<file path="config.mk">
export PLATFORM = sky130hd
export DESIGN_NAME = ysyx_22041211_lsu_hs
export DESIGN_NICKNAME = d
export VERILOG_FILES = /design/src/rtl/ysyx_22041211_define.sv /design/src/rtl/ysyx_22041211_lsu_align.sv /design/src/rtl/ysyx_22041211_lsu_hs.sv
export SDC_FILE = /design/constraint.sdc
export NUM_CORES = 1
export LEC_CHECK = 0
export ABC_AREA = 1
export CELL_PAD_IN_SITES_DETAIL_PLACEMENT = 2
export CELL_PAD_IN_SITES_GLOBAL_PLACEMENT = 2
export CORE_ASPECT_RATIO = 1.1
export CORE_MARGIN = 2
export CORE_UTILIZATION = 21
export DETAILED_ROUTE_END_ITERATION = 12
export PLACE_DENSITY = 0.83
export SYNTH_ARGS = -nofsm -noshare
export SYNTH_HDL_FRONTEND = slang
export SYNTH_HIERARCHICAL = 1
export SYNTH_SLANG_ARGS = --single-unit
</file>
<file path="constraint.sdc">
create_clock -name clk -period 1.5 [get_ports clk]
set_input_delay 0.3 -clock clk [delete_from_list [all_inputs] [get_ports clk]]
set_output_delay 0.3 -clock clk [all_outputs]
set_load 0.05 [all_outputs]
</file>
<file path="src/rtl/ysyx_22041211_define.sv">
// Shared definitions for the LSU slice: load/store type encodings, the LSU
// handshake FSM state encoding, byte-strobe base masks and small decode
// helpers used by the top level and the alignment sub-module.
package ysyx_22041211_define;

  typedef enum logic [2:0] {
    LD_NONE = 3'd0,
    LD_LB   = 3'd1,
    LD_LH   = 3'd2,
    LD_LW   = 3'd3,
    LD_LBU  = 3'd4,
    LD_LHU  = 3'd5
  } load_type_e;

  typedef enum logic [1:0] {
    ST_NONE = 2'd0,
    ST_SB   = 2'd1,
    ST_SH   = 2'd2,
    ST_SW   = 2'd3
  } store_type_e;

  typedef enum logic [1:0] {
    LSU_IDLE = 2'd0,
    LSU_REQ  = 2'd1,
    LSU_RSP  = 2'd2,
    LSU_DONE = 2'd3
  } lsu_state_e;

  // Strobe patterns before shifting to the addressed byte lane.
  localparam logic [7:0] STRB_BYTE = 8'h01;
  localparam logic [7:0] STRB_HALF = 8'h03;
  localparam logic [7:0] STRB_WORD = 8'h0F;

  // A store always wins over a load; reserved load encodings are not memory ops.
  function automatic load_type_e decode_load(input logic [2:0] lt, input logic [1:0] st);
    if (st != 2'd0) return LD_NONE;
    case (lt)
      3'd1, 3'd2, 3'd3, 3'd4, 3'd5: return load_type_e'(lt);
      default:                      return LD_NONE;
    endcase
  endfunction

  // Halfwords need even addresses, words need 4-byte aligned addresses.
  function automatic logic misaligned(input load_type_e ld, input store_type_e st,
                                      input logic [1:0] a);
    logic half;
    logic word;
    half = (ld == LD_LH) || (ld == LD_LHU) || (st == ST_SH);
    word = (ld == LD_LW) || (st == ST_SW);
    return (half && a[0]) || (word && (a != 2'b00));
  endfunction

endpackage

</file>
<file path="src/rtl/ysyx_22041211_lsu_align.sv">
// Combinational byte-lane alignment: shifts store data and strobes up to the
// addressed lane, and shifts load data down then sign/zero extends it.
module ysyx_22041211_lsu_align
  import ysyx_22041211_define::*;
#(
  parameter int DATA_LEN = 32,
  localparam int LANES = DATA_LEN / 8,
  localparam int OFS   = $clog2(LANES)
) (
  input  logic [OFS-1:0]      offset_i,
  input  store_type_e         st_type_i,
  input  logic [DATA_LEN-1:0] st_data_i,
  output logic [DATA_LEN-1:0] st_data_o,
  output logic [LANES-1:0]    st_strb_o,
  input  load_type_e          ld_type_i,
  input  logic [DATA_LEN-1:0] ld_data_i,
  output logic [DATA_LEN-1:0] ld_data_o
);

  logic [OFS+2:0]      shamt;
  logic [LANES-1:0]    strb_base;
  logic [DATA_LEN-1:0] ld_shifted;

  assign shamt = {offset_i, 3'b000};

  // Store path: bytes that spill past the top lane are simply dropped.
  always_comb begin
    strb_base = '0;
    case (st_type_i)
      ST_SB:   strb_base = STRB_BYTE[LANES-1:0];
      ST_SH:   strb_base = STRB_HALF[LANES-1:0];
      ST_SW:   strb_base = STRB_WORD[LANES-1:0];
      default: strb_base = '0;
    endcase
    st_data_o = st_data_i << shamt;
    st_strb_o = strb_base << offset_i;
  end

  // Load path: bring the addressed byte to bit 0, then extend to full width.
  always_comb begin
    ld_shifted = ld_data_i >> shamt;
    case (ld_type_i)
      LD_LB:   ld_data_o = DATA_LEN'($signed(ld_shifted[7:0]));
      LD_LH:   ld_data_o = DATA_LEN'($signed(ld_shifted[15:0]));
      LD_LW:   ld_data_o = DATA_LEN'($signed(ld_shifted[31:0]));
      LD_LBU:  ld_data_o = DATA_LEN'(ld_shifted[7:0]);
      LD_LHU:  ld_data_o = DATA_LEN'(ld_shifted[15:0]);
      default: ld_data_o = ld_shifted;
    endcase
  end

endmodule

</file>
<file path="src/rtl/ysyx_22041211_lsu_hs.sv">
// LSU with valid/ready handshakes on the EXU side, memory side and WBU side.
// One instruction in flight: IDLE -> (REQ -> RSP) -> DONE -> IDLE.
// Optional feature macro YSYX_22041211_LSU_MISALIGN_CHECK_EN: misaligned
// halfword/word accesses skip the memory and complete with an exception.
module ysyx_22041211_lsu_hs
  import ysyx_22041211_define::*;
#(
  parameter int DATA_LEN = 32,
  parameter int ADDR_LEN = 32
) (
  input  logic                  clk,
  input  logic                  rst,
  input  logic                  in_valid,
  output logic                  in_ready,
  input  logic                  in_wd,
  input  logic [4:0]            in_wreg,
  input  logic [DATA_LEN-1:0]   in_alu_result,
  input  logic [DATA_LEN-1:0]   in_wdata,
  input  logic [2:0]            in_load_type,
  input  logic [1:0]            in_store_type,
  output logic                  mem_req_valid,
  input  logic                  mem_req_ready,
  output logic [ADDR_LEN-1:0]   mem_req_addr,
  output logic                  mem_req_wen,
  output logic [DATA_LEN-1:0]   mem_req_wdata,
  output logic [DATA_LEN/8-1:0] mem_req_wstrb,
  input  logic                  mem_rsp_valid,
  input  logic [DATA_LEN-1:0]   mem_rsp_rdata,
  input  logic                  mem_rsp_err,
  output logic                  out_valid,
  input  logic                  out_ready,
  output logic                  out_wd,
  output logic [4:0]            out_wreg,
  output logic [DATA_LEN-1:0]   out_wdata,
  output logic                  out_exc
);

  localparam int LANES = DATA_LEN / 8;
  localparam int OFS   = $clog2(LANES);

  lsu_state_e          state_q, state_d;
  load_type_e          ld_q, ld_d;
  store_type_e         st_q, st_d;
  logic [DATA_LEN-1:0] addr_q, addr_d;
  logic [DATA_LEN-1:0] sdata_q, sdata_d;
  logic [4:0]          wreg_q, wreg_d;
  logic                owd_q, owd_d;
  logic                exc_q, exc_d;
  logic [DATA_LEN-1:0] res_q, res_d;

  load_type_e          ld_in;
  store_type_e         st_in;
  logic                mem_op;
  logic [DATA_LEN-1:0] ld_data;
  logic [DATA_LEN-1:0] addr_aligned;

  assign st_in  = store_type_e'(in_store_type);
  assign ld_in  = decode_load(in_load_type, in_store_type);
  assign mem_op = (st_in != ST_NONE) || (ld_in != LD_NONE);

  ysyx_22041211_lsu_align #(.DATA_LEN(DATA_LEN)) u_align (
    .offset_i  (addr_q[OFS-1:0]),
    .st_type_i (st_q),
    .st_data_i (sdata_q),
    .st_data_o (mem_req_wdata),
    .st_strb_o (mem_req_wstrb),
    .ld_type_i (ld_q),
    .ld_data_i (mem_rsp_rdata),
    .ld_data_o (ld_data)
  );

  // The request payload comes straight from captured state, so it is stable in REQ.
  assign addr_aligned = {addr_q[DATA_LEN-1:OFS], {OFS{1'b0}}};
  assign mem_req_addr = ADDR_LEN'(addr_aligned);
  assign mem_req_wen  = (st_q != ST_NONE);

  assign out_wd    = owd_q;
  assign out_wreg  = wreg_q;
  assign out_wdata = res_q;
  assign out_exc   = exc_q;

  // Next-state, handshake outputs and result capture for the LSU FSM.
  always_comb begin
    state_d       = state_q;
    ld_d          = ld_q;
    st_d          = st_q;
    addr_d        = addr_q;
    sdata_d       = sdata_q;
    wreg_d        = wreg_q;
    owd_d         = owd_q;
    exc_d         = exc_q;
    res_d         = res_q;
    in_ready      = 1'b0;
    mem_req_valid = 1'b0;
    out_valid     = 1'b0;
    case (state_q)
      LSU_IDLE: begin
        in_ready = 1'b1;
        if (in_valid) begin
          ld_d    = ld_in;
          st_d    = st_in;
          addr_d  = in_alu_result;
          sdata_d = in_wdata;
          wreg_d  = in_wreg;
          owd_d   = in_wd && (st_in == ST_NONE);
          exc_d   = 1'b0;
          res_d   = in_alu_result;
          state_d = mem_op ? LSU_REQ : LSU_DONE;
`ifdef YSYX_22041211_LSU_MISALIGN_CHECK_EN
          if (mem_op && misaligned(ld_in, st_in, in_alu_result[1:0])) begin
            exc_d   = 1'b1;
            owd_d   = 1'b0;
            state_d = LSU_DONE;
          end
`endif
        end
      end
      LSU_REQ: begin
        mem_req_valid = 1'b1;
        if (mem_req_ready) state_d = LSU_RSP;
      end
      LSU_RSP: begin
        if (mem_rsp_valid) begin
          state_d = LSU_DONE;
          if (mem_rsp_err) begin
            exc_d = 1'b1;
            owd_d = 1'b0;
            res_d = addr_q;
          end else if (ld_q != LD_NONE) begin
            res_d = ld_data;
          end
        end
      end
      LSU_DONE: begin
        out_valid = 1'b1;
        if (out_ready) state_d = LSU_IDLE;
      end
      default: state_d = LSU_IDLE;
    endcase
  end

  // State and captured-instruction registers; reset drops any access in flight.
  always_ff @(posedge clk) begin
    if (rst) begin
      state_q <= LSU_IDLE;
      ld_q    <= LD_NONE;
      st_q    <= ST_NONE;
      addr_q  <= '0;
      sdata_q <= '0;
      wreg_q  <= '0;
      owd_q   <= 1'b0;
      exc_q   <= 1'b0;
      res_q   <= '0;
    end else begin
      state_q <= state_d;
      ld_q    <= ld_d;
      st_q    <= st_d;
      addr_q  <= addr_d;
      sdata_q <= sdata_d;
      wreg_q  <= wreg_d;
      owd_q   <= owd_d;
      exc_q   <= exc_d;
      res_q   <= res_d;
    end
  end

endmodule

</file>
# [Word level (Yosys, flattened, before mapping)]
# Index checks and enable logic that the tools add are counted.
[op_classes] n_mux=28 eq_ne=21 n_shift=3 reduce_logical=14
[ops] op="two-way mux 32 bit" n=4
[ops] op="one-hot mux 32 bit (4 select lines)" n=1
[ops] op="one-hot mux 32 bit (2 select lines)" n=1
[ops] op="left shift 32 x 5 -> 32 bit" n=1
[ops] op=">> shifter 32 x 5 -> 32 bit" n=1
[ops] op="== test 3 bit (second input constant)" n=4
[ops] op="one-hot mux 4 bit (3 select lines)" n=1
[ops] op="AND reduction 4 bit" n=3
[ops] op="two-way mux 1 bit" n=10
[ops] op="two-way mux 2 bit" n=5
[ops] op="!= test 2 bit (second input constant)" n=5
[ops] op="== test 3 x 2 -> 1 bit (second input constant)" n=3
[ops] op="two-way mux 3 bit" n=3
[ops] op="== test 2 bit (second input constant)" n=4
[ops] op="one-hot mux 2 bit (4 select lines)" n=1
[ops] op="== test 3 x 1 -> 1 bit (second input constant)" n=2
[ops] op="nonzero test 2 bit" n=3
[ops] op="nonzero test 3 bit" n=2
[ops] op="OR reduction 5 bit" n=1
[ops] op="== test 2 x 1 -> 1 bit (second input constant)" n=2
[ops] op="logical NOT 2 bit" n=2
[ops] op="one-hot mux 1 bit (2 select lines)" n=2
[ops] op="left shift 4 x 2 -> 4 bit" n=1
[ops] op="!= test 3 bit (second input constant)" n=1
[ops] op="3 further kinds" n=3
[totals] register_bits=110

# [Depth between registers and ports, before layout]
# Gate-level depths: netlist (run 1).
[depth] word_depth=9 mapped_depth=12 mapped_depth_nobuf=10

# [Modules after synthesis]
# The synthesis (run 1) kept the hierarchy.
[modules_own_cells] mod="ysyx_22041211_lsu_hs" instances=1 cells_each=758 area_per_inst_um2=5089.9
[modules_own_cells] mod="ysyx_22041211_lsu_align" instances=1 cells_each=312 area_per_inst_um2=1487.7

# [Worst setup path after synthesis (run 1)]
# OpenSTA, ideal clock, no wires.
[synth_timing] path_kind="register -> output" startpoint="register addr_q[0]" endpoint="output mem_req_wstrb[2]" arrival_time_ns=1.937 required_ns=1.200 path_stages_with_launch=6 path_slack_ns=-0.737 path_cell_list="dfxtp_1 -> buf_6 -> buf_4 -> buf_4 -> o21ai_0 -> o21ai_0"
[synth_between] elab_chain_cells=1
[synth_lines] element="start, declared" line="ysyx_22041211_lsu_hs.sv:44" source="logic [DATA_LEN-1:0] addr_q, addr_d;"
[synth_lines] element="start signal, assigned" line="ysyx_22041211_lsu_hs.sv:158" source="addr_q <= addr_d;"
[synth_lines] element="left shift 4 x 2 -> 4 bit" line="ysyx_22041211_lsu_align.sv:36" source="st_strb_o = strb_base << offset_i;"
[synth_lines] element="end, declared" line="ysyx_22041211_lsu_hs.sv:26" source="output logic [DATA_LEN/8-1:0] mem_req_wstrb,"
# Every way passes these cells.

# [Worst setup path in the final report (run 1)]
[layout_timing] startpoint="register addr_q[0]" endpoint="register res_q[29], in the netlist out_wdata[29]"
[layout_between] elab_chain_cells=6
[layout_lines] element=">> shifter 32 x 5 -> 32 bit" line="ysyx_22041211_lsu_align.sv:41" source="ld_shifted = ld_data_i >> shamt;"
[layout_lines] element="one-hot mux 32 bit (4 select lines)" line="ysyx_22041211_lsu_align.sv:42" source="case (ld_type_i)"
[layout_lines] element="named net ld_data[29]" line="ysyx_22041211_lsu_hs.sv:54" source="logic [DATA_LEN-1:0] ld_data;"
[layout_lines] element="two-way mux 32 bit" line="ysyx_22041211_lsu_hs.sv:129" source="end else if (ld_q != LD_NONE) begin"
[layout_lines] element="two-way mux 32 bit" line="ysyx_22041211_lsu_hs.sv:125" source="if (mem_rsp_err) begin"
[layout_lines] element="two-way mux 32 bit" line="ysyx_22041211_lsu_hs.sv:123" source="if (mem_rsp_valid) begin"
[layout_lines] element="one-hot mux 32 bit (2 select lines)" line="ysyx_22041211_lsu_hs.sv:96" source="case (state_q)"
[layout_lines] element="end signal, assigned" line="ysyx_22041211_lsu_hs.sv:163" source="res_q <= res_d;"
[layout_lines] element="end, declared" line="ysyx_22041211_lsu_hs.sv:49" source="logic [DATA_LEN-1:0] res_q, res_d;"
# The timed path passes the listed nets, and every way through them passes these cells. The select of a mux whose other input is x is not followed.
# A chain may end at the register's enable or synchronous reset.

==> results.md, run 1 <==
* Cell Chain, Critical Path: buf_12 -> clkinv_16 -> buf_6 -> buf_6 -> buf_8 -> buf_6 -> nand2_4 -> nor2_1 -> nand3_1 -> nand3_2 -> o21ai_2 -> o21ai_1 -> nor2_1 -> nor2_1
* Hold Vio Cnt, Final at 0
* CP max stage delay at 0.38 ns
* RSZ-0062 raised after global routing: yes
* Sw Share at 0.516
* FP Rows at 67
* Largest net degree at the start of global routing at 46
* Vert. Die Dim at 190 um
* Mapped Area at 0.00658 mm2
* Pin slew with the least headroom to its limit at 0.611 ns
* PwrDens at 2160 mW/mm2
* Max Cap Viol at 0
* Critical path depth at 14
* Worst hold path depth at 2
* 1st-iter DRT viols at 498
* H-tree levels at 3
* Gpl congestion at 0.818
* Initial Utilization at 0.214
* PortBufs at 222
* Pins over their slew limit at 0
* WL per Instance at 27.8 um
* DRC viols at 0
* Comb power frac at 0.743
* Die area at 0.0328 mm2
* Detailed Route WL at 50100 um
* Cts hold-fix bufs at 0
* I/O pins at 225
* Vias at 9036
* Slew headroom at 0.592
* Maximum vdd drop at 1.15 mV
* Post-DP HPWL at 24400 um
* DP Cell Count at 1696
* Hold crit path type: reg -> reg
* Crit path max-delay family: simple AND/OR/NAND/NOR gates
* Synth Register Bits at 110
* Final setup skew at 0.0131 ns
* Critical path type: reg -> reg
* GRT Util Overall at 0.224
* Reg clk slew, reported paths at 0.09 ns
* Max Clk Rate at 0.476 GHz
* First-pass iteration count of the detailed router at 4
* Antenna-violating nets left at 0
* Int Power at 15200 uW
* P_leak at 0.00608 uW
* Core area at 0.0307 mm2
* Final Setup Violations at 148
* CP max stage cell: dfxtp_4
* Die W at 173 um
* Clock sinks at 110
* First-pass GRT wire length at 56700 um
* Final global-route overflow total at 0
* Clock share of power at 0.085
* Status: finished, violations left
* Clk buf depth at 2
* Worst skew pair latency at 0.38 ns
* Failing checks: setup timing
* Fin crit share at 1.40
* Reg2Reg Depth at 14
* Final core occ at 0.474
* Nets at 1493
* Synth cell types at 34
* Type of origin of the critical path: flip-flop
* CP required at 1.82 ns
* Seq pwr share at 0.172
* CTS tree: done
* Root Driver: clkbuf_16
* Most common cell after layout, fill and taps aside: nor2_1
* Final WS setup at -0.602 ns
* Initial antenna violation count at 4
* WP data arrival at 2.42 ns
* Most frequent cells in the layout: 165 x nor2_1, 150 x nand2_1, 112 x clkdlybuf4s50_1
* Avg Inst Size Synth at 6.15 um2
* Yosys warns at 6
* TritonCTS Buffers at 9
* Crit end category: flip-flop
* Fillers at 3211
* Ratio of cells with drive above 1 in the final layout at 0.496
* Buf/Inv on CP at 6
* CP Max Fanout at 8
* Vias/cell at 5.03
* P_sw at 16200 uW
* Tmin final at 2.10 ns
* Area growth syn-to-layout at 121%
* Sequential area share after synthesis at 0.335
* Synth Instances at 1070
* Vias in the first global route at 9397
* Layout Cells excl Fill at 1798
[per-stage QoR]
stage               area [um2]  setup TNS [ns]  total power (uW)  worst slack [ns]  hold WS (ns)
finish                   14500          -42.25             31400            -0.602         0.523
detailed placement       10500          -31.23             20700            -0.652         0.475
CTS                      12200          -21.01             25800            -0.424         0.508
floorplan                 6860           -2.20             13900            -0.122         0.369
global route             14500          -50.37             32500            -0.664         0.543
global placement         10500          -24.99             20100            -0.471         0.470
[per-layer routing]
metal | global-route usage | vias to the layer above | wire length [um]
li1 | - | 3999 | -
met1 | 0.240 | 4525 | 17500
met2 | 0.432 | 347 | 27000
met3 | 0.0408 | 163 | 2620
met4 | 0.0864 | 2 | 2940
met5 | 0 | - | 8
[cell families after synthesis]
family          after synthesis  share of synthesized area
compound gates              211                      0.169
fa+ha+maj                     4                    0.00761
buf+inv                     176                      0.141
flops                       110                      0.335
other cells                   1                   0.000570
simple gates                568                      0.347
[worst reg2reg max path, stage by stage, from the launching register on]
cell	delay [ns]
dfxtp_4	0.38
buf_12	0.15
clkinv_16	0.07
buf_6	0.09
buf_6	0.10
buf_8	0.15
buf_6	0.11
nand2_4	0.04
nor2_1	0.17
nand3_1	0.18
nand3_2	0.14
o21ai_2	0.07
o21ai_1	0.19
nor2_1	0.07
nor2_1	0.11
[power groups by stage]
stage / logic [uW] / clock network, uW / registers, uW
2_1_floorplan: 7930 / 0 / 5920
3_3_place_gp: 15100 / 0 / 5010
3_5_place_dp: 15600 / 0 / 5060
4_1_cts: 18100 / 2620 / 5090
5_1_grt: 24200 / 2800 / 5500
6_report: 23300 / 2650 / 5400
[repair_timing]
item / CTS / global route
endpoints found under the setup margin: 150 / 150
resized for setup: 303 / 472
cloned: 9 / 22
setup buffers: 29 / 33
pin swaps: 62 / 220
[sequential cells by signal (all words and copies together) (netlist names)]
signal     cells
out_wdata     32
addr_q        32
ld_q           3
out_wreg       5
st_q           2
out_wd         1
sdata_q       32
state_q        2
out_exc        1
[path summary, 6_finish.rpt]
kind,start,end,slack [ns]
max,addr_q[0],out_wdata[29],-0.60
min,sdata_q[21],sdata_q[21],0.52
min reg2reg,sdata_q[21],sdata_q[21],0.52
max reg2reg,addr_q[0],out_wdata[29],-0.60
[Yosys cell counts]
library cell  instances  area [um2]
o21ai_1              15        75.1
nor2_1              280        1050
clkbuf_2              1        5.00
or2_1                 2        12.5
buf_4                37         278
or2_0                 2        12.5
nand2_1             216         811
o21ai_2               1        8.76
nand2_4               1        11.3
nor3b_1               1        7.51
inv_1                68         255
o211ai_1              6        45.0
a21oi_1              28         140
nand2_2               2        12.5
dfxtp_1             110        2200
buf_2                25         125
buf_1                 2        7.51
inv_6                 1        8.76
conb_1                1        3.75
and2_1                1        6.26
nor2_2                3        18.8
nor3_1                3        15.0
o21ai_0             146         731
inv_2                 4        15.0
or2_2                 5        31.3
o22ai_1               1        6.26
clkbuf_1             26        97.6
nand3_4               1        17.5
a22oi_1              14         105
nor2_4                1        11.3
buf_6                12         135
ha_1                  4        50.1
nand3_2               3        30.0
nand3_1              47         235
[area by class of cell]
type / instances / area (um2) / share of cell area
timing repair inverter: 1 / 16.3 / 0.00112
inverter: 73 / 323 / 0.0222
tap: 414 / 518 / 0.0356
sequential: 110 / 2220 / 0.153
clock inverter: 6 / 53.8 / 0.00370
antenna: 4 / 10.0 / 0.000689
multi-input combinational: 786 / 5690 / 0.392
timing repair buffer: 394 / 5460 / 0.376
clock buffer: 10 / 239 / 0.0164
Note: power is estimated with default switching activity, not from simulation.
==> run 2: changes to the inputs <==
Settings changed: CTS_CLUSTER_SIZE set to 30.
==> results of run 2 <==
The final DEF is identical to that of run 1; final timing and power are the same.
==> run 3: changes to the inputs <==
Settings changed: SLEW_MARGIN set to 20.
==> results of run 3 <==
The final DEF is identical to that of run 1; final timing and power are the same.
